===== config.mk =====
export PLATFORM = sky130hd
export DESIGN_NAME = torque_command_sequencer
export DESIGN_NICKNAME = d
export VERILOG_FILES = /design/src/rtl/torque_pkg.sv /design/src/rtl/step_timer.sv /design/src/rtl/torque_command_sequencer.sv
export SDC_FILE = /design/constraint.sdc
export NUM_CORES = 1
export LEC_CHECK = 0
export BUFFER_PORTS_ARGS = -buffer_cell sky130_fd_sc_hd__buf_2
export CORE_MARGIN = 2
export CORE_UTILIZATION = 65
export CTS_BUF_LIST = sky130_fd_sc_hd__clkbuf_2
export DETAILED_ROUTE_END_ITERATION = 6
export HOLD_SLACK_MARGIN = 0.15
export PLACE_DENSITY_LB_ADDON = 0.12
export SLEW_MARGIN = 5
export SYNTH_ARGS = -nofsm -noshare
export SYNTH_HDL_FRONTEND = slang
export SYNTH_HIERARCHICAL = 1
export SYNTH_SLANG_ARGS = --single-unit

===== constraint.sdc =====
create_clock -name clk -period 5 [get_ports clk]
set_input_delay 0.75 -clock clk [delete_from_list [all_inputs] [get_ports clk]]
set_output_delay 0.75 -clock clk [all_outputs]
set_load 0.03 [all_outputs]

===== src/rtl/torque_pkg.sv =====
// torque_pkg: shared direction, torque and sequencer state types
package torque_pkg;
    typedef enum logic [1:0] {STOP = 2'b00, LEFT = 2'b01, RIGHT = 2'b10, REVERSE = 2'b11} instr_t;
    typedef logic [1:0] torque_t;
    localparam torque_t TORQUE_MAX = 2'd3;
    typedef enum logic [1:0] {HOLD, RAMP_DOWN, SWITCH, RAMP} seq_state_t;
endpackage


===== src/rtl/step_timer.sv =====
// step_timer: free-running step interval counter, restarted by clear
module step_timer #(
    parameter int STEP_CYCLES = 50_000_000
) (
    input  logic clk,
    input  logic rst,
    input  logic clear,
    output logic tick
);
    localparam int W = STEP_CYCLES > 1 ? $clog2(STEP_CYCLES) : 1;
    logic [W-1:0] cnt;
    always_comb tick = cnt == W'(STEP_CYCLES - 1);
    always_ff @(posedge clk) begin
        if (rst || clear) cnt <= '0;
        else cnt <= tick ? '0 : cnt + 1'b1;
    end
endmodule


===== src/rtl/torque_command_sequencer.sv =====
// torque_command_sequencer: ramps torque toward commanded target, through zero on direction change
module torque_command_sequencer import torque_pkg::*; #(
    parameter int STEP_CYCLES = 50_000_000
) (
    input  logic       clk,
    input  logic       rst,
    input  logic       cmd_valid,
    input  logic [1:0] cmd_instruction,
    input  logic [1:0] cmd_torque,
    output logic       cmd_ready,
    output logic       enable,
    output logic [1:0] instruction,
    output logic [1:0] torque,
    output logic       busy
);
    seq_state_t state, state_next;
    instr_t     tgt_instr, req_instr;
    torque_t    tgt_torque, req_torque, torque_step;
    logic       tick, accept, clear;
    step_timer #(.STEP_CYCLES(STEP_CYCLES)) u_timer (
        .clk  (clk),
        .rst  (rst),
        .clear(clear),
        .tick (tick)
    );
    always_ff @(posedge clk) begin
        if (rst) state <= HOLD;
        else state <= state_next;
    end
    always_comb begin
        state_next = state;
        case (state)
            HOLD:      state_next = !accept ? HOLD :
                                    req_instr != instruction ? (torque != '0 ? RAMP_DOWN : SWITCH) :
                                    req_torque != torque ? RAMP : HOLD;
            RAMP_DOWN: state_next = tick && torque == 2'd1 ? SWITCH : RAMP_DOWN;
            SWITCH:    state_next = tgt_torque != '0 ? RAMP : HOLD;
            RAMP:      state_next = tick && torque_step == tgt_torque ? HOLD : RAMP;
            default:   state_next = HOLD;
        endcase
    end
    always_comb begin
        cmd_ready   = state == HOLD;
        busy        = !cmd_ready;
        accept      = cmd_valid && cmd_ready;
        clear       = state_next != state;
        req_instr   = instr_t'(cmd_instruction);
        req_torque  = req_instr == STOP ? '0 : cmd_torque;
        torque_step = tgt_torque > torque ? torque + 2'd1 : torque - 2'd1;
    end
    always_ff @(posedge clk) begin
        if (rst) begin
            instruction <= STOP;
            torque      <= '0;
            enable      <= 1'b0;
            tgt_instr   <= STOP;
            tgt_torque  <= '0;
        end else begin
            if (accept) begin
                tgt_instr  <= req_instr;
                tgt_torque <= req_torque;
            end
            if (tick && state == RAMP_DOWN) torque <= torque - 2'd1;
            if (tick && state == RAMP) torque <= torque_step;
            if (state == SWITCH) begin
                instruction <= tgt_instr;
                enable      <= tgt_instr != STOP;
            end
        end
    end
    always_ff @(posedge clk) begin
        if (!rst && tick)
            assert (!(state == RAMP_DOWN && torque == '0) &&
                    !(state == RAMP && (tgt_torque > torque ? torque == TORQUE_MAX : torque == '0)));
    end
endmodule


==> results of run 1 <==
## synth_stat cells, types with 2 or more instances
| cell | n |
|---|---|
| dfxtp_1 | 37 |
| nor2_1 | 29 |
| a21oi_1 | 19 |
| nand2_1 | 14 |
| nand3_1 | 14 |
| o21ai_0 | 11 |
| xnor2_1 | 11 |
| or3_1 | 9 |
| nand4_1 | 8 |
| xor2_1 | 7 |
| inv_1 | 6 |
| nor3_1 | 6 |
| ha_1 | 5 |
| and3_1 | 4 |
| buf_6 | 4 |
| nor4_1 | 3 |
| o31ai_1 | 3 |
| or4_1 | 3 |
| a211oi_1 | 2 |
| buf_2 | 2 |
| mux2i_1 | 2 |
| nand3b_1 | 2 |
| nand4_2 | 2 |
| o211ai_1 | 2 |
| o32ai_1 | 2 |
| or3_2 | 2 |
| or4_4 | 2 |
## where the power goes
group	internal (uW)	switching (uW)	total [uW]
clock network	134	97.0	231
logic	26.0	46.6	72.6
registers	303	11.1	315
## layer usage
layer	vias to the layer above	share of wire, %	global-route usage [%]
li1	883	-	-
met1	795	46	26.8
met2	36	49	40.8
met3	9	3.3	6.06
met4	0	1.8	10.8
met5	-	0	0
## flip-flops by register name, summed over array words and instances (netlist names)
| register | flops |
|---|---|
| state | 2 |
| instruction | 2 |
| tgt_instr | 2 |
| enable | 1 |
| torque | 2 |
| u_timer/cnt | 26 |
| tgt_torque | 2 |
## cell type report
cell class | count | area, um2 | area share (%)
timing repair buffer | 13 | 65.1 | 3.03
inverter | 6 | 22.5 | 1.05
tap | 33 | 41.3 | 1.93
clock inverter | 3 | 65.1 | 3.03
multi-input combinational | 185 | 1180 | 55.3
clock buffer | 5 | 25.0 | 1.17
sequential | 37 | 741 | 34.5
## per-stage QoR
| stage | instances | cell area, um2 |
|---|---|---|
| after floorplan | 236 | 2010 |
| after global placement | 274 | 2050 |
| after detailed placement | 274 | 2050 |
| after CTS | 282 | 2140 |
| after global routing | 282 | 2140 |
| final | 282 | 2140 |
## cells by family after synthesis
kind of cell / synth area share [%]
fa+ha+maj: 3.11
xor+xnor: 7.83
buf+inv: 4.41
simple gates: 30.7
flops: 36.8
compound gates: 16.2
mux: 0.994
## worst paths after layout
| check | startpoint | to | slack (ns) | cells after the start |
|---|---|---|---|---|
| setup / recovery | u_timer/cnt[0] | u_timer/cnt[25] | 1.66 | 11 |
| hold / removal | tgt_instr[0] | tgt_instr[0] | 0.49 | 2 |
| setup reg to reg | u_timer/cnt[0] | u_timer/cnt[25] | 1.66 | 11 |
| hold reg to reg | tgt_instr[0] | tgt_instr[0] | 0.49 | 2 |
## critical path, cell delays in order (launching register included)
cell	delay, ns
dfxtp_1	0.42
ha_1	0.22
nand3_1	0.10
or4_4	0.54
nor3_1	0.59
nand3b_1	0.16
a21o_1	0.21
a21bo_1	0.17
a21oi_1	0.24
nor2_1	0.12
o31ai_4	0.24
o21ba_2	0.26
==> results.toml, run 1 <==
[timing]
fin_setup_tns_ns = 0
fmax_mhz = 299
setup_viol = 0
relSlewSlack_pct = 36.1
setup_slack_ns = 1.66
final.period_utilization_pct = 66.9
skew_ns = 0.0109
timing.hold.ws_ns = 0.491
worst_pin_slew_ns = 0.959
rsz0062_at_grt = "false"
period_needed_ns = 3.34
final-hold-violation-count = 0
final_max_slew_viol_count = 0

[pwr]
p_total_uw = 618
p_leak_uw = 0.000738
vdd_ir_drop_max_mv = 0.256
power.density_nw_per_um2 = 288

[worst_setup_path]
critPathRequiredTime_ns = 5.30
cp-start-kind = "register"
crit_path_end_kind = "register"
cp_max_fo = 24
critPathKind = "reg -> reg"
critPathArrivalTime_ns = 3.65

[floorplanning]
die_h_um = 59.7
core_area_um2 = 3000
pin_count = 14
fp-row-count = 20
die_w_um = 59.7
dieArea_um2 = 3560
initial_utilization_pct = 67.1

[cells_and_area]
syn2layout_area_growth_pct = 6.46
n_fill_cell = 248
final_cell_mix = "dfxtp_1, nor2_1, a21oi_1"
final_common_cell = "dfxtp_1"
finalCoreUtilization_pct = 71.4
drive_gt1_share_pct = 15.7
final_net_count = 260
n_antenna_cell = 0

[synth]
yosys_most_used_dff = "dfxtp_1"
ys_types = 52
syn-cell-area_um2 = 2010
synth-seq-area-share_pct = 36.8
synthTopCellsByArea = "dfxtp_1, nor2_1, xnor2_1"
ys_async_sr_fraction_pct = 0
syn_inst = 236
yosysTopAreaCell = "dfxtp_1"
synthesis.nets = 248
avgSynthCellArea_um2 = 8.54
synth_edf_count = 0
yosysTopAreaCellShare_pct = 36.8
ys_ff_latch = 37
yosys_warnings = 6

[detailed_routing]
routed-via-count = 1723
vias_per_cell = 6.11
wl_per_cell_um = 14.0
detail_route.iter0.violations = 73
firstDrtPassIters = 4
drtAntennaViolNets = 0
drc = 0
drt_wl_total_um = 3950

[clock_tree]
cts_root_buf = "clkbuf_2"
hold_buffers = 0
cts_sinks = 37
cts_setup_buffers = 0
worst_skew_pair.late_latency_ns = 0.38
cts_tree = "built"
htreeDepth = 2
cts.clk_slew.worst_paths_ns = 0.18
cts_buffer_depth = 2
cts_buffers = 5
post_cts.resized_instances = 0

[grt]
grt_pass1_wl_um = 6360
grt_start_max_net_pins = 25
overflow = 0
grt.total_usage_pct = 23.5
grt_pass1_vias = 1505
antenna_found_initial = 0

[place]
dpl.hpwl_um = 2870
gp_congestion = 0.864
pre_cts_ws_ns = 1.70
port_buffers = 13

[status]
outcome = "finished clean"

[job]
max-cap-violations = 0

[worst_hold_path]
hold_path_class = "reg -> reg"
(Power assumes the default switching activity.)
==> run 2, diff against run 1 <==
- CORE_UTILIZATION: 65 -> 62
- clock period: 5 -> 3.3 ns (I/O delays scaled with it)
==> results.toml, run 2 (synthesized netlist as in run 1, its figures left out) <==
[worst_setup_path]
critPathRequiredTime_ns = 3.53
critPathKind = "reg -> reg"
cp_max_fo = 24
critPathArrivalTime_ns = 3.21
cp-start-kind = "register"
crit_path_end_kind = "register"

[pwr]
p_leak_uw = 0.000717
p_total_uw = 775
power.density_nw_per_um2 = 367
vdd_ir_drop_max_mv = 0.299

[grt]
grt.total_usage_pct = 22.9
grt_pass1_wl_um = 6350
antenna_found_initial = 0
overflow = 0
grt_pass1_vias = 1423
grt_start_max_net_pins = 25

[detailed_routing]
drc = 0
wl_per_cell_um = 12.9
detail_route.iter0.violations = 121
drt_wl_total_um = 3790
routed-via-count = 1686
drtAntennaViolNets = 0
vias_per_cell = 5.75
firstDrtPassIters = 4

[place]
postPlaceCellArea_um2 = 2080
gp_congestion = 0.834
dpl.hpwl_um = 2750
port_buffers = 13

[timing]
period_needed_ns = 2.99
skew_ns = 0.0191
final_max_slew_viol_count = 0
fin_setup_tns_ns = 0
rsz0062_at_grt = "false"
worst_pin_slew_ns = 0.945
setup_viol = 0
final-hold-violation-count = 0
fmax_mhz = 335
relSlewSlack_pct = 37.0
final.period_utilization_pct = 90.5
timing.hold.ws_ns = 0.411

[clock_tree]
hold_buffers = 0
cts_buffer_depth = 2
cts_setup_buffers = 0
htreeDepth = 2
cts_sinks = 37
post_cts.resized_instances = 0
cts_tree = "built"
cts_buffers = 5
cts.clk_slew.worst_paths_ns = 0.17
cts_root_buf = "clkbuf_2"
worst_skew_pair.late_latency_ns = 0.37

[job]
max-cap-violations = 0

[floorplanning]
initial_utilization_pct = 65.4
pin_count = 14
core_area_um2 = 3080
dieArea_um2 = 3720
fp-row-count = 20
die_h_um = 61
die_w_um = 61

[cells_and_area]
stdcell_area_um2 = 2110
n_antenna_cell = 0
final_common_cell = "dfxtp_1"
final_cell_mix = "dfxtp_1, nor2_1, a21oi_1"
final_net_count = 261
regMostFlops = "u_timer/cnt"
largest_register_ffs = 26
syn2layout_area_growth_pct = 4.72
drive_gt1_share_pct = 15.3
finalCoreUtilization_pct = 68.5

[worst_hold_path]
hold_path_class = "in -> reg"

[status]
outcome = "finished clean"
[run 2: metal layers]
layer,up-vias,track usage (%),wire length (um)
met5,-,0,0
met4,0,5.59,31
met3,4,7.04,133
met2,26,30.6,1560
met1,760,35.6,2060
li1,896,-,-
[run 2: path summary, 6_finish.rpt]
kind                        from              end  slack (ns)  cells past startpoint
hold / removal         cmd_valid     tgt_instr[1]        0.41                      3
hold reg to reg     tgt_instr[1]     tgt_instr[1]        0.48                      2
setup / recovery  u_timer/cnt[0]  u_timer/cnt[23]        0.31                     12
setup reg to reg  u_timer/cnt[0]  u_timer/cnt[23]        0.31                     12
[run 2: area by class of cell]
cell class | count | area (um2)
fill | 270 | 968
multi-input combinational | 185 | 1180
clock inverter | 1 | 3.75
inverter | 6 | 22.5
tap | 44 | 55.1
timing repair buffer | 14 | 72.6
clock buffer | 6 | 30.0
sequential | 37 | 741
[run 2: worst max-delay path: stages (launching register included)]
cell	delay, ns
dfxtp_1	0.42
ha_1	0.22
nand3_1	0.09
or4_4	0.53
nor3_1	0.15
buf_4	0.17
nand3b_1	0.08
a21o_1	0.19
a21bo_1	0.17
a21oi_1	0.25
nor2_1	0.13
o31ai_4	0.24
o21ai_0	0.19
[run 2: where the power goes]
part           switching (uW)  internal, uW  leakage (uW)  total, uW
Combinational            70.3          39.4      0.000392        110
Clock                     140          49.5     0.0000265        189
Sequential               16.1           460      0.000299        476
[run 2: through the flow]
stage | instances | setup slack [ns]
after global placement | 286 | 0.412
after CTS | 293 | 0.286
after floorplan | 236 | 0.487
final | 293 | 0.314
after detailed placement | 286 | 0.302
after global routing | 293 | 0.0601
==> run 3, diff against run 2 <==
- CAP_MARGIN: not set -> 20
- CORE_MARGIN: 2 -> 3
- CORE_UTILIZATION: 62 -> 55
==> results.toml, run 3 (synthesized netlist as in run 1, its figures left out) <==
[floorplanning]
die_w_um = 66.5
dieArea_um2 = 4420
core_area_um2 = 3440
fp-row-count = 21
die_h_um = 66.5
initial_utilization_pct = 58.5
pin_count = 14

[cells_and_area]
drive_gt1_share_pct = 16.0
final_net_count = 261
final_cell_mix = "dfxtp_1, nor2_1, a21oi_1"
stdcell_area_um2 = 2120
finalCoreUtilization_pct = 61.6
syn2layout_area_growth_pct = 5.28
final_common_cell = "dfxtp_1"
n_antenna_cell = 0
largest_register_ffs = 26
final_cells = 296
n_fill_cell = 317
regMostFlops = "u_timer/cnt"

[worst_setup_path]
startpoint = "u_timer/cnt[0]"
reg2reg_to = "u_timer/cnt[25]"
cp_slowest_cell = "or4_4"
critPathArrivalTime_ns = 3.34
critPathRequiredTime_ns = 3.61
cp_top_family = "compound AO/OA/AOI/OAI gates"
reg2reg_slack_ns = 0.27
cp-start-kind = "register"
r2r_cells = 12
critPathKind = "reg -> reg"
cp_max_fo = 24
reg2reg_from = "u_timer/cnt[0]"
crit_path_end = "u_timer/cnt[25]"
path_depth = 12
crit_path_end_kind = "register"
max_stage_delay_ns = 0.54
worst-path-buf-inv = 1
crit_chain = "ha_1 -> nand3_1 -> or4_4 -> nor3_1 -> buf_4 -> nand3b_1 -> a21o_1 -> a21bo_1 -> a21oi_1 -> nor2_1 -> o31ai_4 -> o21ba_2"

[timing]
final.period_utilization_pct = 91.9
fin_setup_tns_ns = 0
worst_pin_slew_ns = 0.990
final_max_slew_viol_count = 0
setup_viol = 0
skew_ns = 0.0162
final-hold-violation-count = 0
rsz0062_at_grt = "false"
fmax_mhz = 330
period_needed_ns = 3.03
relSlewSlack_pct = 34.0

[place]
port_buffers = 13
gp_congestion = 0.846
dpl.hpwl_um = 2810
dp_cells = 288
postPlaceCellArea_um2 = 2080

[detailed_routing]
firstDrtPassIters = 4
detail_route.iter0.violations = 146
routed-via-count = 1695
drc = 0
vias_per_cell = 5.73
drtAntennaViolNets = 0
wl_per_cell_um = 13.2
drt_wl_total_um = 3920

[clock_tree]
htreeDepth = 2
hold_buffers = 0
cts_sinks = 37
cts_buffers = 5
cts_root_buf = "clkbuf_2"
post_cts.resized_instances = 0
cts.clk_slew.worst_paths_ns = 0.18
cts_tree = "built"
worst_skew_pair.late_latency_ns = 0.39
cts_setup_buffers = 0
cts_buffer_depth = 2

[pwr]
power.density_nw_per_um2 = 375
p_total_uw = 795
vdd_ir_drop_max_mv = 0.302
p_leak_uw = 0.000720

[status]
outcome = "finished clean"

[grt]
grt_pass1_wl_um = 7050
grt.total_usage_pct = 20.7
overflow = 0
grt_start_max_net_pins = 25
antenna_found_initial = 0
grt_pass1_vias = 1562

[worst_hold_path]
hold_path_class = "in -> reg"

[job]
max-cap-violations = 0
run 3: layer usage:
| metal | track usage (%) | wire length [um] |
|---|---|---|
| met3 | 6.24 | 142 |
| met2 | 28.7 | 1560 |
| met5 | 0 | 0 |
| met4 | 6.09 | 50 |
| met1 | 30.4 | 2160 |
run 3: area by class of cell:
cell class,count,area [um2],area share (%)
Tap cell,46,57.6,2.71
Sequential cell,37,741,34.9
Clock inverter,1,7.51,0.354
Timing Repair Buffer,14,72.6,3.42
Inverter,6,22.5,1.06
Multi-Input combinational cell,185,1180,55.9
Clock buffer,7,35.0,1.65
run 3: worst min-delay path by stage:
stage	start	end	slack (ns)	cells past startpoint
floorplan	u_timer/cnt[0]	u_timer/cnt[0]	0.44	1
global placement	u_timer/cnt[0]	u_timer/cnt[0]	0.46	1
detailed placement	u_timer/cnt[0]	u_timer/cnt[0]	0.47	1
CTS	cmd_valid	tgt_instr[1]	0.38	3
global route	cmd_valid	tgt_instr[1]	0.37	3
finish	cmd_valid	tgt_instr[1]	0.40	3
run 3: worst reg2reg max path: stages (launching register included):
cell	delay, ns
dfxtp_1	0.42
ha_1	0.21
nand3_1	0.09
or4_4	0.54
nor3_1	0.17
buf_4	0.18
nand3b_1	0.08
a21o_1	0.19
a21bo_1	0.17
a21oi_1	0.25
nor2_1	0.13
o31ai_4	0.25
o21ba_2	0.26
run 3: per-stage QoR:
stage	hold WS, ns	worst slack [ns]
3_5_place_dp	0.466	0.294
5_1_grt	0.369	0.0531
4_1_cts	0.377	0.282
3_3_place_gp	0.459	0.397
2_1_floorplan	0.440	0.487
6_report	0.398	0.268
run 3: where the power goes:
group          internal [uW]  total [uW]  switching (uW)
registers                460         476            16.3
clock network           58.7         207             148
logic                   39.4         112            72.4
total                    558         795             237
